### src/rtl/genius_pkg.sv
// Shared types and constants for the Genius (Simon) game engine.
package genius_pkg;

   typedef enum logic [3:0] {
      S_IDLE,
      S_ADD,
      S_APPEND,
      S_SHOW_ON,
      S_SHOW_OFF,
      S_WAIT_IN,
      S_ROUND_OK,
      S_WIN,
      S_LOSE
   } state_t;

   // 16-bit Fibonacci LFSR, polynomial x^16 + x^14 + x^13 + x^11 + 1.
   // In right-shift form the feedback is taken from bits 0, 2, 3 and 5.
   localparam logic [15:0] LFSR_SEED = 16'hACE1;
   localparam logic [15:0] LFSR_TAPS = 16'h002D;

   function automatic logic [15:0] lfsr_step(input logic [15:0] s);
      return {^(s & LFSR_TAPS), s[15:1]};
   endfunction

   // Rounds needed to win: MAX_LEN/8, /4, /2 or MAX_LEN for difficulty 0..3.
   function automatic int target_len(input int max_len, input logic [1:0] diff);
      return max_len >> (3 - int'(diff));
   endfunction

endpackage

### src/rtl/genius_seq_mem.sv
// Colour sequence storage: synchronous write, asynchronous read.
module genius_seq_mem #(
   parameter  int DEPTH = 16,
   parameter  int WIDTH = 2,
   localparam int AW    = $clog2(DEPTH)
) (
   input  logic             clk,
   input  logic             we,
   input  logic [AW-1:0]    waddr,
   input  logic [WIDTH-1:0] wdata,
   input  logic [AW-1:0]    raddr,
   output logic [WIDTH-1:0] rdata
);

   logic [WIDTH-1:0] mem [DEPTH];

   // Contents are don't-care after reset, so the array carries no reset.
   always_ff @(posedge clk) begin
      if (we) mem[waddr] <= wdata;
   end

   assign rdata = mem[raddr];

endmodule

### src/rtl/genius_engine.sv
// Genius (Simon) game engine: sequence generation, LED playback, response
// checking and scoring for NUM_COLORS colours.
// Optional build macro GENIUS_TIMEOUT_EN adds an input timeout in WAIT_IN.
module genius_engine
   import genius_pkg::*;
#(
   parameter  int NUM_COLORS     = 4,
   parameter  int MAX_LEN        = 16,
   parameter  int SHOW_CYCLES    = 8,
   parameter  int GAP_CYCLES     = 4,
   parameter  int TIMEOUT_CYCLES = 64,
   localparam int CW             = $clog2(NUM_COLORS),
   localparam int SW             = $clog2(MAX_LEN + 1)
) (
   input  logic                  clk,
   input  logic                  rst,
   input  logic                  start,
   input  logic                  mode,
   input  logic [1:0]            difficulty,
   input  logic [1:0]            speed,
   input  logic                  player_valid,
   input  logic [CW-1:0]         player_color,
   output logic [NUM_COLORS-1:0] leds,
   output logic [SW-1:0]         score,
   output logic                  busy,
   output logic                  win,
   output logic                  lose
);

   localparam int IW   = $clog2(MAX_LEN);
   localparam int TMAX = (SHOW_CYCLES > GAP_CYCLES) ? SHOW_CYCLES : GAP_CYCLES;
   localparam int TW   = $clog2(TMAX + 1);

   if (!(NUM_COLORS == 2 || NUM_COLORS == 4 || NUM_COLORS == 8) ||
       (MAX_LEN % 8) != 0 || MAX_LEN > 64 || MAX_LEN < 8 ||
       SHOW_CYCLES < 1 || GAP_CYCLES < 1 || TIMEOUT_CYCLES < 1) begin : g_cfg_check
      $error("genius_engine: illegal parameter set");
   end

   state_t          state, nstate;
   logic [15:0]     lfsr;
   logic            mode_q;
   logic [1:0]      diff_q, speed_q;
   logic [SW-1:0]   len, target;
   logic [IW-1:0]   idx, match_idx, rd_idx;
   logic [TW-1:0]   tcnt, on_raw, off_raw, on_t, off_t;
   logic [CW-1:0]   rd_col, wr_col;
   logic            mem_we, idle_like, idx_last, match_last;
   logic            show_end, gap_end, hit, tmo_hit;

   assign idle_like  = (state == S_IDLE) || (state == S_WIN) || (state == S_LOSE);
   assign target     = SW'(target_len(MAX_LEN, diff_q));

   // Speed divides both phases; a phase never shrinks below one cycle.
   assign on_raw     = TW'(SHOW_CYCLES) >> speed_q;
   assign off_raw    = TW'(GAP_CYCLES) >> speed_q;
   assign on_t       = (on_raw == '0) ? TW'(1) : on_raw;
   assign off_t      = (off_raw == '0) ? TW'(1) : off_raw;
   assign show_end   = (tcnt == on_t - TW'(1));
   assign gap_end    = (tcnt == off_t - TW'(1));

   // One read port serves playback and checking; they never overlap in time.
   assign rd_idx     = (state == S_WAIT_IN) ? match_idx : idx;
   assign idx_last   = (SW'(idx) == len - SW'(1));
   assign match_last = (SW'(match_idx) == len - SW'(1));
   assign hit        = (player_color == rd_col);

   genius_seq_mem #(
      .DEPTH (MAX_LEN),
      .WIDTH (CW)
   ) u_mem (
      .clk   (clk),
      .we    (mem_we),
      .waddr (IW'(len)),
      .wdata (wr_col),
      .raddr (rd_idx),
      .rdata (rd_col)
   );

`ifdef GENIUS_TIMEOUT_EN
   localparam int OW = $clog2(TIMEOUT_CYCLES + 1);
   logic [OW-1:0] tmo_cnt;

   assign tmo_hit = (tmo_cnt == OW'(TIMEOUT_CYCLES - 1));

   // Idle timer for WAIT_IN; restarts on entry and on every press.
   always_ff @(posedge clk or negedge rst) begin
      if (!rst)                                  tmo_cnt <= '0;
      else if (state != S_WAIT_IN || player_valid) tmo_cnt <= '0;
      else                                       tmo_cnt <= tmo_cnt + OW'(1);
   end
`else
   assign tmo_hit = 1'b0;
`endif

   // Free-running random source; the seed is non-zero so it never locks up.
   always_ff @(posedge clk or negedge rst) begin
      if (!rst) lfsr <= LFSR_SEED;
      else      lfsr <= lfsr_step(lfsr);
   end

   // State register.
   always_ff @(posedge clk or negedge rst) begin
      if (!rst) state <= S_IDLE;
      else      state <= nstate;
   end

   // Next-state and memory write control.
   always_comb begin
      nstate = state;
      mem_we = 1'b0;
      wr_col = lfsr[CW-1:0];
      case (state)
         S_IDLE, S_WIN, S_LOSE: if (start) nstate = mode ? S_APPEND : S_ADD;
         S_ADD: begin
            mem_we = 1'b1;
            nstate = S_SHOW_ON;
         end
         S_APPEND: if (player_valid) begin
            mem_we = 1'b1;
            wr_col = player_color;
            nstate = S_SHOW_ON;
         end
         S_SHOW_ON:  if (show_end) nstate = S_SHOW_OFF;
         S_SHOW_OFF: if (gap_end)  nstate = idx_last ? S_WAIT_IN : S_SHOW_ON;
         S_WAIT_IN: begin
            if (player_valid) begin
               if (!hit)            nstate = S_LOSE;
               else if (match_last) nstate = S_ROUND_OK;
            end else if (tmo_hit) begin
               nstate = S_LOSE;
            end
         end
         S_ROUND_OK: begin
            if (score + SW'(1) == target) nstate = S_WIN;
            else                          nstate = mode_q ? S_APPEND : S_ADD;
         end
         default: nstate = S_IDLE;
      endcase
   end

   // Game datapath: configuration latch, length, indices, phase timer, score.
   always_ff @(posedge clk or negedge rst) begin
      if (!rst) begin
         mode_q    <= 1'b0;
         diff_q    <= '0;
         speed_q   <= '0;
         len       <= '0;
         score     <= '0;
         idx       <= '0;
         match_idx <= '0;
         tcnt      <= '0;
      end else begin
         if (idle_like && start) begin
            mode_q  <= mode;
            diff_q  <= difficulty;
            speed_q <= speed;
            len     <= '0;
            score   <= '0;
         end
         if (mem_we) begin
            len <= len + SW'(1);
            idx <= '0;
         end else if (state == S_SHOW_OFF && gap_end && !idx_last) begin
            idx <= idx + IW'(1);
         end
         if (state != S_WAIT_IN)                      match_idx <= '0;
         else if (player_valid && nstate == S_WAIT_IN) match_idx <= match_idx + IW'(1);
         if (nstate != state)                               tcnt <= '0;
         else if (state == S_SHOW_ON || state == S_SHOW_OFF) tcnt <= tcnt + TW'(1);
         if (state == S_ROUND_OK) score <= score + SW'(1);
      end
   end

   // Playback LEDs: one-hot of the current item, all lit on a win.
   for (genvar c = 0; c < NUM_COLORS; c++) begin : g_led
      assign leds[c] = ((state == S_SHOW_ON) && (rd_col == CW'(c))) || (state == S_WIN);
   end

   assign busy = !idle_like;
   assign win  = (state == S_WIN);
   assign lose = (state == S_LOSE);

endmodule

### config.mk
export PLATFORM = sky130hd
export DESIGN_NAME = genius_engine
export DESIGN_NICKNAME = d
export VERILOG_FILES = /design/src/rtl/genius_pkg.sv /design/src/rtl/genius_seq_mem.sv /design/src/rtl/genius_engine.sv
export SDC_FILE = /design/constraint.sdc
export NUM_CORES = 1
export LEC_CHECK = 0
export ABC_AREA = 1
export CORE_AREA = 2 2 86 88
export CTS_BUF_LIST = sky130_fd_sc_hd__clkbuf_16
export DETAILED_ROUTE_END_ITERATION = 6
export DIE_AREA = 0 0 88 90
export PLACE_DENSITY = 0.9
export SYNTH_ARGS = -nofsm -noshare
export SYNTH_HDL_FRONTEND = slang
export SYNTH_SLANG_ARGS = --single-unit
export TNS_END_PERCENT = 30
### constraint.sdc
create_clock -name clk -period 2.8 [get_ports clk]
set_input_delay 0.28 -clock clk [delete_from_list [all_inputs] [get_ports clk]]
set_output_delay 0.28 -clock clk [all_outputs]
set_load 0.02 [all_outputs]
==> summary.md <==
| Metric | Value |
|---|---|
| Status | `complete, no violations` |
| Combinational Power Share | `38.2%` |
| Die Ht | `90 µm` |
| Die ar. | `7920 µm²` |
| Dpl ws | `0.08190 ns` |
| Rel. slew slack | `31.48%` |
| Starting Density | `57.94%` |
| Final hold viol count | `0` |
| Total GRT Usage | `24.55%` |
| Drt pass-1 iters | `6` |
| # rows | `31` |
| Final min period | `2.620 ns` |
| DRC violations left | `0` |
| Internal | `2.618 mW` |
| Vias in the first global route | `3205` |
| Arrival time at the worst endpoint | `2.88 ns` |
| Setup TNS | `0 ns` |
| Root Buffer | `clkbuf_16` |
| Routed wire length | `9000 µm` |
| RD Place Congestion | `0.9075` |
| Crit Path Class | `register to register` |
| Fillers | `524` |
| Max Buffers Root-to-Sink | `2` |
| Post-Syn Area | `4068 µm²` |
| Ant diodes | `0` |
| Post-layout nets | `509` |
| Crit path max fanout | `8` |
| Final Util | `68.97%` |
| Total Power | `4.310 mW` |
| Worst VDD drop | `0.6387 mV` |
| Inserted Clock Buffers | `9` |
| Chip width | `88 µm` |
| Commonest register cell after synthesis | `dfrtp_1` |
| Final worst-path cycle share | `93.57%` |
| Mean post-synth cell area | `9.161 µm²` |
| Via density | `5.438` |
| Initial antenna violation count | `0` |
| Number of placed I/O pins | `23` |
| Setup ws final | `0.1802 ns` |
| Psw | `1.692 mW` |
| CTS tree | `done` |
| Post-synthesis register bit count | `79` |
| Post-synth EDFFs | `32` |
| Worst Tran Pin Value | `1.028 ns` |
| GRT overflow | `0` |
| Antenna Violating Nets Remaining | `0` |
| Global-route wire length before repair | `14920 µm` |
| Initial DRC count | `416` |
| H-tree levels | `3` |
| Setup violators final | `0` |
| Input/output buffers | `22` |
| CTS sink count | `79` |
| Sequential Power Share | `35.0%` |
| Post-Synthesis Cells | `444` |
| Critical Path Start Type | `register` |
| Syn nets | `463` |
| Fmax | `0.3817 GHz` |
| Clock power share | `26.8%` |
| Share of cells above drive strength 1 | `17.37%` |
| DR vias | `3230` |
| Hold Path Class | `input pin to async pin` |
| Leak | `2.101 nW` |
| Core footprint | `7020 µm²` |
| CP Data Required Time | `3.06 ns` |
| Async S/R FF share, synth | `59.49%` |
| Sw frac | `39.26%` |
| PD cells | `890.0 nW/µm²` |
| DP HPWL | `6418 µm` |
| Reg clk slew, reported paths | `0.06 ns` |
| Largest net degree at the start of global routing | `48` |
| Max cap viols | `0` |
| Part of the Yosys area used for sequential elements | `52.78%` |
| Synth warn | `0` |
| Slew Viols, Final | `0` |
| Avg WL per Cell | `15.15 µm` |
| Worst Skew | `0.01008 ns` |
| Layout area overhead | `19.04%` |
| Yosys cell types | `36` |
| CP endpoint kind | `register` |
| Later-pin clock latency in the skew report | `0.34 ns` |
timing repair:
action	4_1_cts	5_1_grt
cloned	0	1
buffers inserted	0	4
gates resized for setup	6	21
endpoints found under the setup margin	4	12
hold buffers	0	0
pin swaps	0	4
power groups by stage:
stage                     clock network [mW]  logic (mW)  registers [mW]
final                                   1.15        1.65            1.51
after global routing                    1.21        1.82            1.53
after CTS                               1.16        1.57            1.51
after detailed placement                   0        1.57            1.53
after global placement                     0        1.52            1.52
after floorplan                            0       0.990            1.55
flip-flops by register name (all words and copies together), names as in the netlist:
register,cells
match_idx,4
u_mem.mem,32
mode_q,1
idx,4
len,5
lfsr,16
state,4
diff_q,2
speed_q,2
score,5
tcnt,4
per-layer routing:
layer / wire length [µm] / share of wire (%) / vias up / track usage, %
li1: - / - / 1565 / -
met1: 3888 / 43 / 1511 / 33.02
met2: 4385 / 49 / 131 / 39.39
met3: 509 / 5.7 / 23 / 5.234
met4: 216 / 2.4 / 0 / 8.333
met5: 0 / 0 / - / 0
final timing paths:
path	startpoint	to	slack [ns]	depth (start not counted)
setup / recovery	state[2]$_DFF_PN0_	tcnt[2]$_DFFE_PN0P_	0.18	20
hold / removal	rst	score[3]$_DFFE_PN0P_	0.12	1
setup reg to reg	state[2]$_DFF_PN0_	tcnt[2]$_DFFE_PN0P_	0.18	20
hold reg to reg	lfsr[4]$_DFF_PN0_	lfsr[3]$_DFF_PN0_	0.35	0
max in group asynchronous	rst	lfsr[12]$_DFF_PN0_	2.05	1
min in group clk	lfsr[4]$_DFF_PN0_	lfsr[3]$_DFF_PN0_	0.35	0
through the flow:
step / hold WS [ns] / instance area, µm² / std cells
final: 0.1206 / 4842 / 594
after global routing: 0.2252 / 4842 / 594
after CTS: 0.1461 / 4768 / 589
after detailed placement: 0.3356 / 4463 / 573
after global placement: 0.3360 / 4463 / 573
after floorplan: -0.01559 / 4068 / 444
logic make-up after synthesis:
logic type,share of synthesized area (%)
adder cells (fa/ha/maj),2.461
buffers and inverters,6.183
XOR/XNOR,5.598
flip-flops,52.78
multiplexers,0.4922
AND/OR/NAND/NOR,26.18
AO/OA/AOI/OAI,6.306
layout by cell type, fill, tap and decap left out, drive strengths merged, types with 2 or more instances in the layout:
master         instances
o211ai                 2
xnor2                  6
nor2                  41
a211oi                 2
o21ai                 27
dfrtp                 39
nand2                106
nor3                   8
buf                   18
nand4                  8
clkbuf                13
mux2i                  2
a21oi                  7
inv                   61
xor2                  20
edfxtp                32
ha                     8
nand3                 62
clkdlybuf4s50         17
dfstp                  8
cells in the mapped netlist, types with 2 or more instances:
cell type | instances | share of area, %
nand2_1 | 89 | 8.2
nand3_1 | 56 | 6.9
inv_1 | 53 | 4.9
dfrtp_1 | 39 | 24
nor2_1 | 37 | 3.4
edfxtp_1 | 32 | 24
o21ai_0 | 23 | 2.8
xor2_1 | 20 | 4.3
nand2_2 | 12 | 1.8
dfstp_2 | 8 | 5.2
ha_1 | 8 | 2.5
nand4_1 | 8 | 1.2
nor3_1 | 8 | 0.98
a21oi_1 | 7 | 0.86
nand3_2 | 6 | 1.5
xnor2_1 | 6 | 1.3
nand2_4 | 4 | 1.1
inv_2 | 3 | 0.28
a211oi_1 | 2 | 0.37
buf_6 | 2 | 0.55
mux2i_1 | 2 | 0.49
nor2_2 | 2 | 0.31
nor2_4 | 2 | 0.55
o211ai_1 | 2 | 0.37
o21ai_2 | 2 | 0.43
final cells by class:
cell class              count  area, µm²  share of cell area, %
inverters                  56      210.2                  4.341
repair buffers             39      335.3                  6.925
clock inverters             7      75.07                  1.550
multi-input cells         305       1725                  35.63
flip-flops and latches     79       2147                  44.34
clock buffers               9      225.2                  4.651
well taps                  99      123.9                  2.558
worst max-delay path, cell delays in order (launching register included):
cell     delay [ns]
dfrtp_1        0.37
inv_1          0.09
nor2_4         0.22
nand2_4        0.14
buf_12         0.16
nand2_2        0.07
o21ai_4        0.10
nand3_1        0.11
nand3_1        0.08
nand3_1        0.13
nand2_1        0.08
nand2_1        0.06
nand2_1        0.06
inv_2          0.05
nand2_2        0.07
nand2_4        0.09
nand2_2        0.07
nand2_4        0.08
xor2_1         0.24
nand3_4        0.15
nor2_1         0.12
No activity file was read; power rests on OpenSTA's default activity.
